## src/rtl/stream_arb_pkg.sv

```systemverilog
// rtl/stream_arb_pkg.sv - shared constants and width helper for the stream round-robin arbiter
package stream_arb_pkg;

  localparam int STAT_W = 16;

  function automatic int id_width(input int n);
    return (n > 1) ? $clog2(n) : 1;
  endfunction

endpackage

```

## src/rtl/rr_pick.sv

```systemverilog
// rtl/rr_pick.sv - combinational round-robin winner search starting after ptr
module rr_pick #(
  parameter int NUM_REQ = 4,
  parameter int ID_W    = 2
) (
  input  logic [NUM_REQ-1:0] req,
  input  logic [ID_W-1:0]    ptr,
  output logic               grant_valid,
  output logic [ID_W-1:0]    grant_idx
);

  logic [ID_W-1:0] idx;

  // Walk ptr+1, ptr+2, ... wrapping; the first asserted request wins.
  always_comb begin
    grant_valid = 1'b0;
    grant_idx   = '0;
    idx         = '0;
    for (int k = 1; k <= NUM_REQ; k++) begin
      idx = ID_W'((int'(ptr) + k) % NUM_REQ);
      if (!grant_valid && req[idx]) begin
        grant_valid = 1'b1;
        grant_idx   = idx;
      end
    end
  end

endmodule

```

## src/rtl/stream_rr_arbiter.sv

```systemverilog
// rtl/stream_rr_arbiter.sv - N-to-1 round-robin stream arbiter with a registered output stage
// Optional per-requester grant counters on output stat_grants when STREAM_ARB_STATS_EN is defined.
module stream_rr_arbiter
  import stream_arb_pkg::*;
#(
  parameter  int NUM_REQ    = 4,
  parameter  int DATA_WIDTH = 32,
  localparam int ID_W       = id_width(NUM_REQ)
) (
  input  logic                          clk,
  input  logic                          rst,
  input  logic [NUM_REQ*DATA_WIDTH-1:0] in_data,
  input  logic [NUM_REQ-1:0]            in_valid,
  output logic [NUM_REQ-1:0]            in_ready,
  output logic [DATA_WIDTH-1:0]         out_data,
  output logic                          out_valid,
  input  logic                          out_ready,
  output logic [ID_W-1:0]               out_id
`ifdef STREAM_ARB_STATS_EN
  ,
  output logic [NUM_REQ*STAT_W-1:0]     stat_grants
`endif
);

  logic [ID_W-1:0] ptr;
  logic            grant_valid;
  logic [ID_W-1:0] grant_idx;
  logic            can_load;
  logic            accept;

  rr_pick #(
    .NUM_REQ (NUM_REQ),
    .ID_W    (ID_W)
  ) u_pick (
    .req         (in_valid),
    .ptr         (ptr),
    .grant_valid (grant_valid),
    .grant_idx   (grant_idx)
  );

  assign can_load = !out_valid || out_ready;
  // Ready is derived from valid and the stage only, never from payload.
  assign accept   = !rst && can_load && grant_valid;
  assign in_ready = accept ? (NUM_REQ'(1) << grant_idx) : '0;

  always_ff @(posedge clk) begin
    if (rst) begin
      out_valid <= 1'b0;
      out_id    <= '0;
      ptr       <= ID_W'(NUM_REQ - 1);
    end else if (can_load) begin
      out_valid <= grant_valid;
      if (grant_valid) begin
        out_id <= grant_idx;
        ptr    <= grant_idx;
      end
    end
  end

  always_ff @(posedge clk) begin
    if (accept) begin
      out_data <= in_data[int'(grant_idx)*DATA_WIDTH +: DATA_WIDTH];
    end
  end

`ifdef STREAM_ARB_STATS_EN
  for (genvar i = 0; i < NUM_REQ; i++) begin : g_stat
    logic [STAT_W-1:0] cnt;

    always_ff @(posedge clk) begin
      if (rst) begin
        cnt <= '0;
      end else if (accept && grant_idx == ID_W'(i) && cnt != '1) begin
        cnt <= cnt + STAT_W'(1);
      end
    end

    assign stat_grants[i*STAT_W +: STAT_W] = cnt;
  end
`endif

endmodule

```

## config.mk

```make
export PLATFORM = sky130hd
export DESIGN_NAME = stream_rr_arbiter
export DESIGN_NICKNAME = d
export VERILOG_FILES = /design/src/rtl/stream_arb_pkg.sv /design/src/rtl/rr_pick.sv /design/src/rtl/stream_rr_arbiter.sv
export SDC_FILE = /design/constraint.sdc
export NUM_CORES = 1
export LEC_CHECK = 0
export CAP_MARGIN = 30
export CORE_MARGIN = 5
export CORE_UTILIZATION = 45
export CTS_CLUSTER_DIAMETER = 30
export CTS_CLUSTER_SIZE = 24
export DETAILED_ROUTE_END_ITERATION = 10
export DONT_BUFFER_PORTS = 1
export GPL_ROUTABILITY_DRIVEN = 0
export SLEW_MARGIN = 20
export SYNTH_ARGS = -nofsm -noshare
export SYNTH_HDL_FRONTEND = slang
export SYNTH_SLANG_ARGS = --single-unit
```

## constraint.sdc

```tcl
create_clock -name clk -period 4.5 [get_ports clk]
set_input_delay 0.45 -clock clk [delete_from_list [all_inputs] [get_ports clk]]
set_output_delay 0.45 -clock clk [all_outputs]
set_load 0.01 [all_outputs]
```

; Yosys cells after proc, flatten, opt, wreduce, memory -nomap -nowiden
; Index checks and enable logic that the tools add are counted.
[classes]
reduce_logical = 12
multipliers = 0
div_mod_pow = 0
n_mux = 17
n_eq_ne = 0
add_sub_neg = 4
n_bitwise = 0
n_lt_le_gt_ge = 4
n_shift = 2
[ops]
columns = op, n
row1 = indexed part select 128 x 8 -> 32 bit, 1
row2 = "less-than comparator 2 x 3 -> 1 bit, second input constant", 4
row3 = binary-select mux 1 bit (select 2 bit), 4
row4 = 2-to-1 mux 1 bit, 8
row5 = 2-to-1 mux 2 bit, 4
row6 = logical AND 1 bit, 5
row7 = logical NOT 1 bit, 5
row8 = "adder 2 x 1 -> 2 bit, second input constant", 2
row9 = "adder 2 bit, second input constant", 2
row10 = 2-to-1 mux 4 bit, 1
row11 = "<< shifter 1 x 2 -> 4 bit, first input constant", 1
row12 = AND reduction 2 bit, 1
row13 = logical OR 1 bit, 1
[totals]
in_bits = 135
mem_bits_ro = 0
elab_cells = 43
mem_count = 0
latch_bits = 0
out_inout_bits = 39
mem_bits_rw = 0
register_bits = 37

; Logic depth before layout (Yosys ltp)
; Gate-level depths: netlist of the first run.
[logic_depth]
word_depth = 15
depth_mapped = 7
ltp_nobuf = 4

; Hierarchy
; Synthesis of the first run repeated with hierarchy kept, for this count alone.
[unflattened]
hier_cells = 114
area_unflattened_um2 = 2093.3
[modules_own_cells]
columns = module, seq_area_each_um2, n_inst, area_each_um2, cells_each
row1 = stream_rr_arbiter, 1061.0, 1, 2001.9, 100
row2 = rr_pick, 0.0, 1, 91.3, 14

; Worst setup path after synthesis of the first run
; OpenSTA, ideal clock, no wires.
[synth_timing]
path_type = input to output
start = input port out_ready
end = output port in_ready[0]
required_time_ps = 4050
path_slack_ps = 709
t_arrival_ps = 3341
path_stages = 3
path_buffers = 0
path_cell_list = nor2b_1 -> nor3_1 -> and3b_1
[synth_via]
elab_chain_len = 4
[synth_lines]
columns = item, line
row1 = "start, declared", stream_rr_arbiter.sv:17  ; input logic out_ready,
row2 = logical OR 1 bit, stream_rr_arbiter.sv:41  ; assign can_load = !out_valid || out_ready;
row3 = logical AND 1 bit (2 in a row), stream_rr_arbiter.sv:43  ; assign accept = !rst && can_load && grant_valid;
row4 = via accept, stream_rr_arbiter.sv:29  ; logic accept;
row5 = 2-to-1 mux 4 bit, stream_rr_arbiter.sv:44  ; assign in_ready = accept ? (NUM_REQ'(1) << grant_idx) : '0;
row6 = "end, declared", stream_rr_arbiter.sv:14  ; output logic [NUM_REQ-1:0] in_ready,
; The timed path passes the listed nets, and every way through them passes these cells.

; Worst setup path in the final report of the first run
[layout_timing]
start = register ptr[1]
end = output port in_ready[2]
[layout_via]
elab_chain_len = 15
word_cells_on_any_way = 29
cone_classes = add/sub (4) / shift (1) / mux (17) / reduce/logical (7)
[layout_lines]
columns = item, line
row1 = "start, declared", stream_rr_arbiter.sv:25  ; logic [ID_W-1:0] ptr;
row2 = "start signal, assigned", stream_rr_arbiter.sv:50  ; ptr <= ID_W'(NUM_REQ - 1);
row3 = "start signal, assigned", stream_rr_arbiter.sv:55  ; ptr <= grant_idx;
row4 = adder 2 x 1 -> 2 bit, rr_pick.sv:20  ; idx = ID_W'((int'(ptr) + k) % NUM_REQ);
row5 = binary-select mux 1 bit (select 2 bit), rr_pick.sv:21  ; if (!grant_valid && req[idx]) begin
row6 = 2-to-1 mux 1 bit (not written as such), rr_pick.sv:21
row7 = 2-to-1 mux 1 bit, rr_pick.sv:21
row8 = logical NOT 1 bit, rr_pick.sv:21
row9 = logical AND 1 bit, rr_pick.sv:21
row10 = 2-to-1 mux 1 bit, rr_pick.sv:21
row11 = logical NOT 1 bit, rr_pick.sv:21
row12 = logical AND 1 bit, rr_pick.sv:21
row13 = 2-to-1 mux 1 bit, rr_pick.sv:21
row14 = logical NOT 1 bit, rr_pick.sv:21
row15 = logical AND 1 bit, rr_pick.sv:21
row16 = 2-to-1 mux 2 bit or 2-to-1 mux 1 bit (tied branches), rr_pick.sv:21
row17 = << shifter 1 x 2 -> 4 bit or logical AND 1 bit (tied branches), "stream_rr_arbiter.sv:44, stream_rr_arbiter.sv:43"
row18 = 2-to-1 mux 4 bit (*), stream_rr_arbiter.sv:44
; Mark *: on every way between the ends. The rest lies on a longest branch, timed or not. The select of a mux whose other input is x is not followed.

==> results of run 1 <==
-- area by class of cell --
class,instances,area [um2]
fill,452,2590
multi-input combinational,129,1160
sequential,37,1060
clock buffer,8,90.1
tap,70,87.6
timing repair buffer,4,50.0
-- synth_stat cells, types with 2 or more instances --
cell type	instances	area share (%)
nand2_1	5	0.81
and3b_1	2	0.76
and3_1	2	0.54
buf_4	3	0.98
nor2_1	4	0.65
mux2i_1	97	42
nor4_1	2	0.54
edfxtp_1	32	42
buf_2	6	1.3
a21oi_1	3	0.65
nor2b_1	4	1.1
dfxtp_1	5	4.3
buf_6	3	1.5
-- per-layer routing --
metal	vias up	GRT usage, %	wire length, um	part of all wire, %
met5	-	0	0	0
met4	0	4.39	29	0.52
met3	4	7.24	639	11
met2	103	30.5	3100	55
met1	689	14.9	1860	33
li1	677	-	-	-
-- cell usage in the layout, fill, tap and decap left out, types with 2 or more instances in the layout --
cell type  instances
mux2i_1           97
and3b_1            2
clkbuf_8           6
nor2b_1            4
nor2_1             4
edfxtp_1          32
nand2_1            5
a21oi_1            3
clkbuf_1           2
buf_4              3
dfxtp_1            5
nor4_1             2
-- worst reg2reg max path, cell delays in order (launching register included) --
cell	delay, ns
dfxtp_1	0.46
and3b_1	0.22
o32a_2	0.78
buf_4	0.60
mux2i_1	0.35
mux2i_1	0.11
-- worst paths after layout --
| path | cells after the start | slack (ns) | to |
|---|---|---|---|
| hold / removal | 1 | 0.24 | out_valid |
| setup reg to reg | 5 | 1.70 | out_data[30] |
| hold reg to reg | 2 | 0.52 | out_id[1] |
| setup / recovery | 4 | 1.40 | in_ready[2] |
-- state kept, by name, summed over array words and instances, names as in the netlist --
name and count:
ptr 2, out_id 2, out_data 32, out_valid 1
-- logic make-up (layout without fill, tap and decap cells) --
family	count (synthesis)	after routing
AOI/OAI and AO/OA	8	8
buffers and inverters	12	12
DFF	37	37
muxes	97	97
and+or+nand+nor	24	24
-- power groups by stage --
stage	Sequential (W)	Clock, W	Combinational, W
2_1_floorplan	0.000465	0	0.000202
3_3_place_gp	0.000473	0	0.000213
3_5_place_dp	0.000473	0	0.000225
4_1_cts	0.000466	0.000241	0.000225
5_1_grt	0.000468	0.000263	0.000250
6_report	0.000465	0.000231	0.000228
-- stage by stage --
step / instances / total power (W)
2_1_floorplan: 178 / 0.000668
3_3_place_gp: 239 / 0.000686
3_5_place_dp: 239 / 0.000699
4_1_cts: 247 / 0.000933
5_1_grt: 248 / 0.000981
6_report: 248 / 0.000924
==> flow_metrics.tcl, run 1 <==
set metrics [dict create \
    drc 0 \
    setup.worst_path.start_class "flip-flop" \
    ys_seq_area_share_pct 46.0 \
    switchingPower_w 0.000258 \
    synth_area_per_cell_um2 12.9 \
    yosys_warnings 0 \
    grt.overflow.total 0 \
    cts_root_buf "clkbuf_8" \
    die_w_um 81.6 \
    p_sw_share_pct 28.0 \
    sequentialPowerShare_pct 50.3 \
    p_leak_nw 1.03 \
    utilization_pct 48.7 \
    place_ws_ns 1.68 \
    core-area_mm2 0.00504 \
    finalCriticalPeriod_ns 3.10 \
    syn_to_final_growth_pct 6.46 \
    worst_ep_required_time_ns 4.05 \
    power_frac_comb_pct 24.7 \
    wl_um 5630 \
    ir_drop_mv 0.196 \
    cp_data_arrival_time_ns 2.65 \
    antenna_found_initial 0 \
    postLayoutCellArea_mm2 0.00245 \
    rsz0062_at_grt "no" \
    crit_buf_inv 1 \
    clock_latency_ns 0.27 \
    drive_above_1_share_pct 7.87 \
    grt.total_usage_pct 15.8 \
    path_max_fanout 37 \
    via_per_inst 5.94 \
    p_int_w 0.000666 \
    grt_pass1_vias 1634 \
    drtPass1Iterations 4 \
    synth_edf_count 32 \
    clk_pin_slew_ns 0.07 \
    maxSlewViolCount 0 \
    cts_tree "yes" \
    critPathMaxStageDelay_ns 0.78 \
    synth-xor-area-share_pct 0 \
    io_pins 174 \
    dp_hpwl_um 4470 \
    synth-simple-area-share_pct 5.70 \
    crit_path_end_kind "primary output" \
    cts_buffer_depth 2 \
    drv_cap 0 \
    status "complete, no violations" \
    fin_skew_ns 0.00377 \
    cts_sinks 37 \
    start_util_pct 45.7 \
    grt_max_degree 38 \
    fp-row-count 26 \
    finalSetupTns_ns 0 \
    synth_top_family_by_area "multiplexers" \
    vias 1473 \
    grt_first_pass_wirelength_um 7760 \
    clockPowerShare_pct 25.0 \
    min_from "rst" \
    cp_cell_sequence "and3b_1 > o32a_2 > buf_4 > and3_1" \
    syn_nets 313 \
    synthDistinctLibCells 23 \
    synthCells 178 \
    timing.hold.ws_ns 0.237 \
    cts_resized 0 \
    synth.area.mux_share_pct 42.1 \
    max_freq_mhz 322 \
    die-height_um 81.6 \
    worstSetupStartpoint "ptr[1]" \
    ys_ff_latch 37 \
    syn_area_mm2 0.00230 \
    drtIter0Drc 25 \
    post-cts-setup-buffers 0 \
    async_reset_ff_share_pct 0 \
    place_area_mm2 0.00234 \
    p_per_area_mw_per_mm2 377 \
    ctsHoldBuffers 0 \
    slowest_stage "o32a_2" \
    timing.rr.start "ptr[1]" \
    synth_compound_area_share_pct 2.39 \
    setup_viol 0 \
    antenna_left 0 \
    hold_viol 0 \
    cts_buffers 5 \
    hold_path.class "input port to flip-flop" \
    h-tree-depth 2 \
    antenna_cells 0 \
    yosys.area_share.adder_pct 0 \
    slew-limit-headroom_pct 37.3 \
    wl_per_cell_um 22.7 \
    portBuffers 0 \
    worstMarginPinSlew_ns 0.940 \
    path_class "flip-flop to primary output" \
    min_period_over_period_pct 68.9 \
    crit_family "compound AO/OA/AOI/OAI gates" \
    ys.flop_type "edfxtp_1" \
    layout.nets 312 \
    setup_slack_ns 1.40 \
    die_area_mm2 0.00665 \
]
Note: power is estimated with default switching activity, not from simulation.
==> run 2, diff against run 1 <==
==> constraint.sdc (replaced) <==
create_clock -name clk -period 2.8 [get_ports clk]
set_input_delay 0.28 -clock clk [delete_from_list [all_inputs] [get_ports clk]]
set_output_delay 0.28 -clock clk [all_outputs]
set_load 0.01 [all_outputs]
==> flow_metrics.tcl, run 2 (synthesized netlist as in run 1, its figures left out) <==
set metrics [dict create \
    setup_viol 0 \
    power_frac_comb_pct 24.5 \
    io_pins 174 \
    grt_first_pass_wirelength_um 7930 \
    core-area_mm2 0.00504 \
    wl_per_cell_um 22.1 \
    rsz0062_at_grt "no" \
    drtPass1Iterations 4 \
    path_class "flip-flop to primary output" \
    fp-row-count 26 \
    drive_above_1_share_pct 7.87 \
    reg.largest.list "out_data (32), out_id (2), ptr (2)" \
    grt.overflow.total 0 \
    cts_buffers 5 \
    drtIter0Drc 42 \
    cts_resized 0 \
    cts_root_buf "clkbuf_8" \
    cts_sinks 37 \
    reg2reg_slack_ns 0.55 \
    syn_to_final_growth_pct 6.95 \
    crit_path_end_kind "primary output" \
    cts_buffer_depth 2 \
    cp_data_arrival_time_ns 2.10 \
    hold_path.class "input port to flip-flop" \
    h-tree-depth 2 \
    die_area_mm2 0.00665 \
    dp_hpwl_um 4390 \
    r2r_cells 5 \
    post-cts-setup-buffers 0 \
    min_from "rst" \
    sequentialPowerShare_pct 50.0 \
    portBuffers 0 \
    grt_max_degree 36 \
    drc 0 \
    antenna_cells 0 \
    antenna_left 0 \
    fin_skew_ns 0.00554 \
    p_per_area_mw_per_mm2 607 \
    r2r_end "out_data[3]" \
    grt.total_usage_pct 16.1 \
    antenna_found_initial 0 \
    finalCriticalPeriod_ns 2.38 \
    path_max_fanout 35 \
    timing.hold.ws_ns 0.0573 \
    final_cell_mix "mux2i_1, edfxtp_1, clkbuf_8, nand2_1, dfxtp_1" \
    final_common_cell "mux2i_1" \
    holdPathEnd "out_id[1]" \
    nFillCells 458 \
    p_total_w 0.00150 \
    setup.worst_path.start_class "flip-flop" \
    hold_depth 1 \
    slew-limit-headroom_pct 48.9 \
    start_util_pct 45.7 \
    largest_register_ffs 32 \
    crit_top_cell "buf_12" \
    max_freq_mhz 419 \
    min_period_over_period_pct 85.2 \
    die_w_um 81.6 \
    ctsHoldBuffers 0 \
    cts_tree "yes" \
    finalSetupTns_ns 0 \
    status "complete, no violations" \
    cp_cell_sequence "and3b_1 > o32a_2 > buf_12 > buf_12 > nand2_1 > nor2_1" \
    vias 1451 \
    clockPowerShare_pct 25.4 \
    timing.rr.start "ptr[1]" \
    hold_viol 0 \
    layout.nets 312 \
    wl_um 5470 \
    critPathMaxStageDelay_ns 0.44 \
    switchingPower_w 0.000424 \
    ir_drop_mv 0.258 \
    die-height_um 81.6 \
    regMostFlops "out_data" \
    clk_pin_slew_ns 0.07 \
    p_sw_share_pct 28.4 \
    p_leak_nw 1.03 \
    drv_cap 0 \
    p_int_w 0.00107 \
    worstMarginPinSlew_ns 0.764 \
    grt_pass1_vias 1571 \
    via_per_inst 5.85 \
    worst_ep_required_time_ns 2.52 \
    clock_latency_ns 0.29 \
    maxSlewViolCount 0 \
    slowest_stage "dfxtp_1" \
]
[run 2: area by class of cell]
type | instances | area (um2) | share of cell area (%)
clock buffers | 8 | 90.1 | 3.65
multi-input cells | 129 | 1170 | 47.5
flip-flops and latches | 37 | 1060 | 43.0
well taps | 70 | 87.6 | 3.55
repair buffers | 4 | 55.1 | 2.23
[run 2: power groups by stage]
stage	logic, W	clock network [W]	registers [W]
after floorplan	0.000325	0	0.000747
after global placement	0.000348	0	0.000761
after detailed placement	0.000368	0	0.000762
after CTS	0.000367	0.000399	0.000751
after global routing	0.000403	0.000435	0.000755
final	0.000367	0.000380	0.000748
[run 2: worst max-delay path by stage]
stage	start	endpoint	slack (ns)	depth (start not counted)
CTS	ptr[1]	in_ready[3]	0.09	5
floorplan	out_valid	in_ready[0]	0.28	3
global route	ptr[1]	in_ready[3]	0.24	6
finish	ptr[1]	in_ready[3]	0.42	6
detailed placement	ptr[1]	out_data[26]	0.34	5
global placement	ptr[1]	out_data[24]	0.49	5
[run 2: stage by stage]
stage	area (um2)	utilization, %	cells	setup WS (ns)
6_report	2460	48.9	248	0.415
5_1_grt	2460	48.9	248	0.238
4_1_cts	2440	48.5	247	0.0893
3_5_place_dp	2350	46.7	239	0.344
3_3_place_gp	2350	46.7	239	0.490
2_1_floorplan	2310	-	178	0.279
[run 2: per-layer routing]
| metal | share of wire (%) | track usage [%] | vias up | routed length (um) |
|---|---|---|---|---|
| li1 | - | - | 678 | - |
| met1 | 34 | 16.8 | 659 | 1850 |
| met2 | 53 | 28.6 | 101 | 2880 |
| met3 | 11 | 6.14 | 13 | 605 |
| met4 | 2.5 | 6.93 | 0 | 138 |
| met5 | 0 | 0 | - | 0 |
[run 2: worst max-delay path: cells and delay by family, from the launching register on]
family                 cells  cell delay, ns
AO/OA/AOI/OAI              1            0.36
buffers and inverters      2            0.52
flip-flops                 1            0.44
AND/OR/NAND/NOR            3            0.49
==> run 3, diff against run 2 <==
--- a/config.mk
+++ b/config.mk
@@ -13,7 +13,8 @@
 export DETAILED_ROUTE_END_ITERATION = 10
 export DONT_BUFFER_PORTS = 1
 export GPL_ROUTABILITY_DRIVEN = 0
-export SLEW_MARGIN = 20
+export RECOVER_POWER = 50
+export SLEW_MARGIN = 5
 export SYNTH_ARGS = -nofsm -noshare
 export SYNTH_HDL_FRONTEND = slang
 export SYNTH_SLANG_ARGS = --single-unit
==> flow_metrics.tcl, run 3 (synthesized netlist as in run 1, its figures left out) <==
set metrics [dict create \
    die_area_mm2 0.00665 \
    h-tree-depth 2 \
    p_leak_nw 1.03 \
    sequentialPowerShare_pct 50.0 \
    crit_path_end_kind "primary output" \
    final_common_cell "mux2i_1" \
    drive_above_1_share_pct 7.87 \
    min_period_over_period_pct 84.3 \
    critPathMaxStageDelay_ns 0.44 \
    cp_data_arrival_time_ns 2.08 \
    reg.largest.list "out_data (32), out_id (2), ptr (2)" \
    io_pins 174 \
    setup.worst_path.start_class "flip-flop" \
    antenna_left 0 \
    path_class "flip-flop to primary output" \
    drv_cap 0 \
    worstMarginPinSlew_ns 0.770 \
    cp_cell_sequence "and3b_1 > o32a_2 > buf_12 > buf_12 > nand2_1 > nor2_1" \
    drc 0 \
    crit_top_cell "buf_12" \
    grt_max_degree 36 \
    clockPowerShare_pct 25.4 \
    rsz0062_at_grt "no" \
    vias 1458 \
    syn_to_final_growth_pct 6.95 \
    stdcell_count 248 \
    final_cell_mix "mux2i_1, edfxtp_1, clkbuf_8, nand2_1, dfxtp_1" \
    path_max_fanout 35 \
    max_freq_mhz 424 \
    ctsHoldBuffers 0 \
    slew-limit-headroom_pct 48.5 \
    drtPass1Iterations 4 \
    cts_sinks 37 \
    grt.overflow.total 0 \
    seq_area_mm2 0.00106 \
    start_util_pct 45.7 \
    clk_pin_slew_ns 0.07 \
    cts_root_buf "clkbuf_8" \
    maxSlewViolCount 0 \
    multiInputGateArea_mm2 0.00117 \
    cts_tree "yes" \
    p_sw_share_pct 28.4 \
    ir_drop_mv 0.257 \
    nFillCells 459 \
    placed_cells 239 \
    post-cts-setup-buffers 0 \
    wl_um 5590 \
    clock_latency_ns 0.28 \
    p_per_area_mw_per_mm2 608 \
    die-height_um 81.6 \
    worst_ep_required_time_ns 2.52 \
    setup_viol 0 \
    fin_skew_ns 0.00548 \
    via_per_inst 5.88 \
    status "complete, no violations" \
    largest_register_ffs 32 \
    wl_per_cell_um 22.5 \
    hold_path.class "input port to flip-flop" \
    power_frac_comb_pct 24.6 \
    antenna_cells 0 \
    wl_met3_um 607 \
    p_total_w 0.00150 \
    hold_viol 0 \
    die_w_um 81.6 \
    drtIter0Drc 46 \
    cts_buffers 5 \
    antenna_found_initial 0 \
    wl_met1_um 1850 \
    timing.hold.ws_ns 0.0576 \
    cts_buffer_depth 2 \
    finalCriticalPeriod_ns 2.36 \
    core-area_mm2 0.00504 \
    portBuffers 0 \
    grt_first_pass_wirelength_um 7930 \
    fp-row-count 26 \
    cts_resized 0 \
    layout.nets 312 \
    wl_met2_um 3010 \
    highest_layer "met4" \
    dp_hpwl_um 4390 \
    switchingPower_w 0.000426 \
    p_int_w 0.00107 \
    finalSetupTns_ns 0 \
    slowest_stage "dfxtp_1" \
    grt_pass1_vias 1571 \
    regMostFlops "out_data" \
    grt.total_usage_pct 16.1 \
]
## run 3: final cells by class
type / count / area share [%]
multi-input combinational: 129 / 47.5
tap: 70 / 3.55
clock buffer: 8 / 3.65
timing repair buffer: 4 / 2.23
sequential: 37 / 43.0
## run 3: final timing paths
| kind | from | end | slack (ns) | depth (start not counted) |
|---|---|---|---|---|
| max | ptr[1] | in_ready[3] | 0.44 | 6 |
| min | rst | out_id[1] | 0.06 | 1 |
| max reg2reg | ptr[1] | out_data[3] | 0.54 | 5 |
| min reg2reg | out_id[1] | out_id[1] | 0.51 | 2 |
## run 3: stage by stage
step	worst slack, ns	instance area [um2]	util, %
floorplan	0.279	2310	-
global route	0.263	2460	48.9
finish	0.440	2460	48.9
global placement	0.490	2350	46.7
CTS	0.0893	2440	48.5
detailed placement	0.344	2350	46.7
## run 3: power groups by stage
| stage | Combinational (W) | Clock, W | Sequential [W] |
|---|---|---|---|
| finish | 0.000368 | 0.000381 | 0.000748 |
| detailed placement | 0.000368 | 0 | 0.000762 |
| global route | 0.000404 | 0.000435 | 0.000755 |
| floorplan | 0.000325 | 0 | 0.000747 |
| global placement | 0.000348 | 0 | 0.000761 |
| CTS | 0.000367 | 0.000399 | 0.000751 |
## run 3: critical path: cells and delay by family (launching register included)
family,cells,cell delay (ns)
simple gates,3,0.52
flops,1,0.44
compound gates,1,0.30
buf+inv,2,0.53
## run 3: metal layers
metal / global-route usage (%) / up-vias
li1: - / 678
met1: 16.8 / 665
met2: 28.6 / 103
met3: 6.14 / 12
met4: 6.93 / 0
met5: 0 / -
